File: src/rtl/rr_scoreboard.sv
// Register-read hazard scoreboard: per-register outstanding-write counters drive RR_stall.
// Optional RR_SCOREBOARD_WB_BYPASS_EN lets a consumer issue in its last producer's WB cycle.
module rr_scoreboard #(
  parameter int unsigned NUM_REGS = 8,
  parameter int unsigned IDX_W    = 3,
  parameter int unsigned CNT_W    = 2
) (
  input  logic                clk,
  input  logic                rst,
  input  logic                issue_valid,
  input  logic [IDX_W-1:0]    src1_idx,
  input  logic [IDX_W-1:0]    src2_idx,
  input  logic                src2_is_imm,
  input  logic                dst_we,
  input  logic [IDX_W-1:0]    dst_idx,
  input  logic                flush,
  input  logic                we,
  input  logic [IDX_W-1:0]    widx,
  output logic                RR_stall,
  output logic                issue_fire,
  output logic [NUM_REGS-1:0] pending_mask,
  output logic                sb_err
);

  localparam logic [CNT_W-1:0] CNT_MAX = '1;
  localparam logic [CNT_W-1:0] CNT_ONE = CNT_W'(1);

  logic [CNT_W-1:0]    cnt [NUM_REGS];
  logic [NUM_REGS-1:0] busy;
  logic [NUM_REGS-1:0] wb_clear;
  logic [NUM_REGS-1:0] hit;
  logic [NUM_REGS-1:0] inc;
  logic [NUM_REGS-1:0] dec;
  logic                haz;

  always_comb begin
    busy     = '0;
    wb_clear = '0;
    for (int unsigned i = 0; i < NUM_REGS; i++) begin
      busy[i] = (cnt[i] != '0);
`ifdef RR_SCOREBOARD_WB_BYPASS_EN
      // Last outstanding write lands this cycle; regfile write-through supplies the value.
      wb_clear[i] = we && (widx == IDX_W'(i)) && (cnt[i] == CNT_ONE);
`else
      wb_clear[i] = 1'b0;
`endif
    end
    hit = busy & ~wb_clear;
  end

  always_comb begin
    haz = hit[src1_idx]
        | (~src2_is_imm & hit[src2_idx])
        | (dst_we & (cnt[dst_idx] == CNT_MAX));
    RR_stall   = issue_valid & haz & ~flush;
    issue_fire = issue_valid & ~haz & ~flush;
  end

  always_comb begin
    inc = '0;
    dec = '0;
    for (int unsigned r = 0; r < NUM_REGS; r++) begin
      inc[r] = issue_fire & dst_we & (dst_idx == IDX_W'(r));
      dec[r] = we & (widx == IDX_W'(r)) & busy[r];
    end
  end

  always_ff @(posedge clk or posedge rst) begin
    if (rst) begin
      for (int unsigned r = 0; r < NUM_REGS; r++) cnt[r] <= '0;
    end else if (flush) begin
      for (int unsigned r = 0; r < NUM_REGS; r++) cnt[r] <= '0;
    end else begin
      for (int unsigned r = 0; r < NUM_REGS; r++) begin
        // Saturation is enforced by the dst==MAX stall, so inc never sees a full counter.
        case ({inc[r], dec[r]})
          2'b10:   cnt[r] <= cnt[r] + CNT_ONE;
          2'b01:   cnt[r] <= cnt[r] - CNT_ONE;
          default: cnt[r] <= cnt[r];
        endcase
      end
    end
  end

  always_ff @(posedge clk or posedge rst) begin
    if (rst) begin
      sb_err <= 1'b0;
    end else if (!flush && we && !busy[widx]) begin
      sb_err <= 1'b1;
    end
  end

  assign pending_mask = busy;

endmodule

File: config.mk
export PLATFORM = sky130hd
export DESIGN_NAME = rr_scoreboard
export DESIGN_NICKNAME = d
export VERILOG_FILES = /design/src/rtl/rr_scoreboard.sv
export SDC_FILE = /design/constraint.sdc
export NUM_CORES = 1
export LEC_CHECK = 0
export ABC_CLOCK_PERIOD_IN_PS = 4130
export CORE_ASPECT_RATIO = 2
export CORE_MARGIN = 4
export CORE_UTILIZATION = 49
export CTS_CLUSTER_DIAMETER = 80
export DETAILED_ROUTE_END_ITERATION = 6
export PLACE_DENSITY_LB_ADDON = 0.2
export SETUP_SLACK_MARGIN = 0.4
export SYNTH_ARGS = -nofsm -noshare
export SYNTH_HDL_FRONTEND = slang
export SYNTH_SLANG_ARGS = --single-unit
File: constraint.sdc
create_clock -name clk -period 4.13 [get_ports clk]
set_clock_uncertainty 0.1 [all_clocks]
set_input_delay 0.413 -clock clk [delete_from_list [all_inputs] [get_ports clk]]
set_output_delay 0.413 -clock clk [all_outputs]
set_load 0.05 [all_outputs]
Yosys cells after proc, flatten, opt, wreduce, memory -nomap -nowiden
Index checks and enable logic that the tools add are counted.
Word-level totals
  output and inout bits: 11
  register bits after elaboration: 17
Cells by class
  multiplexer cells: 18
  bitwise gates (word level): 37
  add/subtract/negate cells: 16
  order comparisons: 4
  eq/ne operators: 31
  reduce and logical (&&, ||, !) cells: 22
Operators with widths (number)
  2-bit case mux with 2 select lines: 8
  1-bit bitwise AND: 31
  3-bit equality test (second input constant): 8
  3-bit nonzero test: 8
  2-bit equality test (second input constant): 9
  2-bit by 1-bit adder with 2-bit output (second input constant): 8
  2-bit by 1-bit equality test with 1-bit output (second input constant): 8
  16-bit two-way mux: 1
  2-bit nonzero test: 8
  2-bit by 1-bit subtractor with 2-bit output (second input constant): 8
  3-bit by 2-bit equality test with 1-bit output (second input constant): 4
  3-bit by 4-bit less-than comparator with 1-bit output (second input constant): 3
  1-bit binary-select mux with 3-bit select: 3
  2-bit binary-select mux with 3-bit select: 1
  3-bit by 1-bit equality test with 1-bit output (second input constant): 2
  3-bit logical NOT: 2
  4-bit greater-or-equal comparator (second input constant): 1
  2-bit two-way mux: 2
  3-bit inverter with 4-bit output: 1
  1-bit two-way mux: 3
  1-bit inverter: 3
  1-bit logical AND: 2
  1-bit logical NOT: 2
  1-bit OR: 2

Longest topological paths before layout
  depth in word-level cells: 15
  depth in mapped cells: 8

Least setup slack after synthesis
OpenSTA, ideal clock, no wires.
  path type: reg-to-output
  from: reg cnt[9] in the netlist's numbering
  to: out RR_stall
  cell stages (with the launch flop): 7
  arrival time: 2.070 ns
  slack: 1.547 ns
  buffers on the path: 0
  cells stage by stage: dfrtp_1 nor2_1 mux4_2 o22ai_4 nor3_1 o21a_1 nor2_1
On the way
  word-level cells in the longest chain between the ends: 8
  elaborated cells between the ends (all ways): 15
  those cells by class: eq/ne: 1; mux: 7; bitwise: 6; reduce/logical: 1
Ends and longest elaborated chain
  start: declaration: line 28  | logic [CNT_W-1:0] cnt [NUM_REGS];
  start signal: indexed assignment: line 77  | 2'b10: cnt[r] <= cnt[r] + CNT_ONE;
  start signal: indexed assignment: line 78  | 2'b01: cnt[r] <= cnt[r] - CNT_ONE;
  start signal: indexed assignment: line 79  | default: cnt[r] <= cnt[r];
  2-bit binary-select mux with 3-bit select / 2-bit nonzero test (equally long branches): line 54, 40
  2-bit two-way mux (implied by the code) / 1-bit binary-select mux with 3-bit select (equally long branches): line 54, 53
  2-bit two-way mux (implied by the code) / 1-bit two-way mux (equally long branches): line 54, 53
  2-bit equality test / 1-bit bitwise AND (equally long branches): line 54, 53
  1-bit bitwise AND / 1-bit OR (equally long branches): line 54, 53
  1-bit OR (*): line 54  | | (dst_we & (cnt[dst_idx] == CNT_MAX));
  1-bit bitwise AND (*) (2 in series): line 55  | RR_stall = issue_valid & haz & ~flush;
  end: declaration: line 19  | output logic RR_stall,
Every way passes the cells marked *; elsewhere a longest branch is shown, timed or not. The select of a mux whose other input is x is not followed.

Worst setup path after layout
  from: in src2_idx[0]
  to: out issue_fire
On the way
  word-level cells in the longest chain between the ends: 8
Ends and longest elaborated chain
  start: declaration: line 12  | input logic [IDX_W-1:0] src2_idx,
  1-bit binary-select mux with 3-bit select: line 53  | | (~src2_is_imm & hit[src2_idx])
  1-bit two-way mux (implied by the code): line 53
  1-bit bitwise AND: line 53
  1-bit OR: line 53
  1-bit OR: line 54
  1-bit inverter: line 56  | issue_fire = issue_valid & ~haz & ~flush;
  1-bit bitwise AND (2 in series): line 56
  end: declaration: line 20  | output logic issue_fire,
Every way passes these cells. The select of a mux whose other input is x is not followed.

==> flow_summary.json <==
{
  "status": "finished, final reports clean",
  "die_x_um": 47.4,
  "antenna_found_initial": 0,
  "cp_common_cell": "clkdlybuf4s50_1",
  "final.min_clock_period_ns": 3.55,
  "ys_warn_count": 0,
  "leakagePower_uw": 0.000833,
  "grt_overflow": 0,
  "min_period_over_period_pct": 85.9,
  "core_area_um2": 2980,
  "num_vias": 1585,
  "netlist_area_um2": 1520,
  "grt_pass1_vias": 1618,
  "max_cap_viol_count": 0,
  "synth_top_area_share_pct": 27.9,
  "synth_most_common_cell": "nand2_1",
  "cp-start-kind": "primary input",
  "ys.flop_type": "dfrtp_1",
  "endpoint_kind": "output pin",
  "grt_pass1_wl_mm": 7.42,
  "synth_edf_count": 0,
  "cts_tree": "done",
  "crit_fanout": 6,
  "ys_seq_area_share_pct": 27.9,
  "dieHeight_um": 86.8,
  "slowest_delay_ns": 0.80,
  "powerDensity_nw_per_um2": 208,
  "async_reset_ff_share_pct": 100,
  "grt_start_max_net_pins": 18,
  "required_ns": 3.62,
  "arrival_ns": 3.03,
  "htree_levels": 1,
  "worstHoldPathType": "reg2reg",
  "setup_slack_ns": 0.582,
  "rsz0062_at_grt": "no",
  "fmax_mhz": 282,
  "finalSetupViolCount": 0,
  "setup_tns_ns": 0,
  "dp_hpwl_mm": 3.58,
  "portBuffers": 29,
  "path_class": "in2out",
  "worstRegToRegCells": 6,
  "worst_slew_pin_slew_ns": 0.759,
  "area_delta_synth_final_pct": 23.2,
  "synth_common_cells": "nand2_1, dfrtp_1, inv_1",
  "antenna_cells": 0,
  "synthTopCellsByArea": "dfrtp_1, nand2_1, o21ai_0",
  "dp_slack_ns": 0.530,
  "placed_cell_area_um2": 1830,
  "numCtsBuffers": 3,
  "via_per_inst": 6.50,
  "grtUsageTotal_pct": 24.7,
  "drt_first_pass_iters": 4,
  "initial_core_util_pct": 51.1,
  "synth_nets": 205,
  "synthCells": 186,
  "relSlewSlack_pct": 49.2,
  "path_clk_slew_ns": 0.07,
  "hold-path-cell-count": 1,
  "num_io_pins": 30,
  "ys_ff_latch": 17,
  "worstSkewPairLatency_ns": 0.26,
  "drv_slew": 0,
  "syn_avg_cell_area_um2": 8.19,
  "fill_cells": 277,
  "cp_slowest_cell": "clkdlybuf4s50_1",
  "cts_setup_buffers": 0,
  "peakVddDrop_mv": 0.176,
  "utilization_pct": 63.0,
  "cts_sinks": 17,
  "ant_nets": 0,
  "crit_chain": "clkdlybuf4s50_1 > nor4bb_1 > nor4b_1 > a22o_1 > nor3_1 > o21a_1 > and2_1 > clkdlybuf4s50_1",
  "nets": 234,
  "placementRows": 28,
  "drive_gt1_share_pct": 11.7,
  "cts-root-buf": "clkbuf_8",
  "synth.distinct_cells": 45,
  "cts_hold_buf": 0,
  "first_iter_violations": 52,
  "drc_errors": 0,
  "fp.dieArea_um2": 4120,
  "wire_per_inst_um": 18.5,
  "synth_area_leader_cell": "dfrtp_1",
  "final_cell_area_um2": 1880,
  "postRouteWirelength_mm": 4.51,
  "clockBufferDepth": 2,
  "gp_congestion": 0.979,
  "finalHoldViolCount": 0
}
-- layer usage --
layer | vias up | routed length (um) | track usage, %
met5 | - | 0 | 0
met4 | 0 | 194 | 14.1
met3 | 15 | 171 | 3.95
met2 | 51 | 2520 | 42.2
met1 | 782 | 1620 | 26.6
li1 | 737 | - | -
-- critical path: cells and delay by family --
kind	cells	cell delay [ns]
AND/OR/NAND/NOR	4	0.78
AO/OA/AOI/OAI	2	0.47
buffers and inverters	2	1.37
-- flip-flops by register name (all words and copies together), names as in the netlist --
signal,flops
cnt,16
sb_err,1
-- final timing paths --
| path | start | to | slack [ns] |
|---|---|---|---|
| worst max-delay path | src2_idx[0] | issue_fire | 0.58 |
| worst min-delay path | sb_err | sb_err | 0.38 |
| worst max register to register | cnt[2] | cnt[12] | 1.55 |
| worst min register to register | sb_err | sb_err | 0.38 |
| max in group asynchronous | rst | cnt[6] | 3.01 |
| min in group asynchronous | rst | cnt[0] | 0.47 |
-- layout by cell type, fill, tap and decap left out, types with 2 or more instances in the layout --
cell type	n
o211ai_2	3
a21oi_2	2
mux4_2	2
nor3b_1	3
and3_1	7
nor3_2	6
nor4b_1	3
inv_1	14
o21bai_1	2
or2_2	2
o21ai_0	13
nor2_1	13
a21oi_1	12
o311ai_0	2
xor2_1	4
nand2b_1	5
dfrtp_1	17
o211ai_1	8
nor3_1	8
clkbuf_8	3
nand2_1	21
nor4_1	2
nor2b_1	5
clkdlybuf4s50_1	28
nand3_1	6
-- stage by stage --
step	hold WS (ns)	cells	power, uW
finish	0.375	244	390
global route	0.418	244	409
CTS	0.384	244	390
detailed placement	0.365	240	262
global placement	0.362	240	260
floorplan	0.239	186	226
-- layout make-up --
cell class / count / area, um2 / share of cell area, %
multi-input combinational: 149 / 1010 / 54.1
sequential: 17 / 425 / 22.7
timing repair buffer: 30 / 300 / 16.0
inverter: 14 / 52.6 / 2.80
clock buffer: 4 / 45.0 / 2.40
tap: 30 / 37.5 / 2.00
-- logic make-up after synthesis --
kind of cell	Yosys count	synth area share [%]
AOI/OAI and AO/OA	47	21.6
DFF	17	27.9
muxes	3	3.62
buffers and inverters	20	5.42
and+or+nand+nor	94	38.5
xor gates and xnor gates	5	2.88
-- power by group --
| part | internal (uW) | leakage, uW | switching, uW |
|---|---|---|---|
| logic | 38.1 | 0.000579 | 53.3 |
| registers | 167 | 0.000232 | 1.47 |
| clock network | 68.7 | 0.0000228 | 61.7 |
| total | 274 | 0.000833 | 116 |
-- what timing repair did --
item | CTS | global route
endpoints found under the setup margin | 0 | 1
gates resized for setup | 0 | 1
hold endpoints to repair | 0 | 0
(Power assumes the default switching activity.)
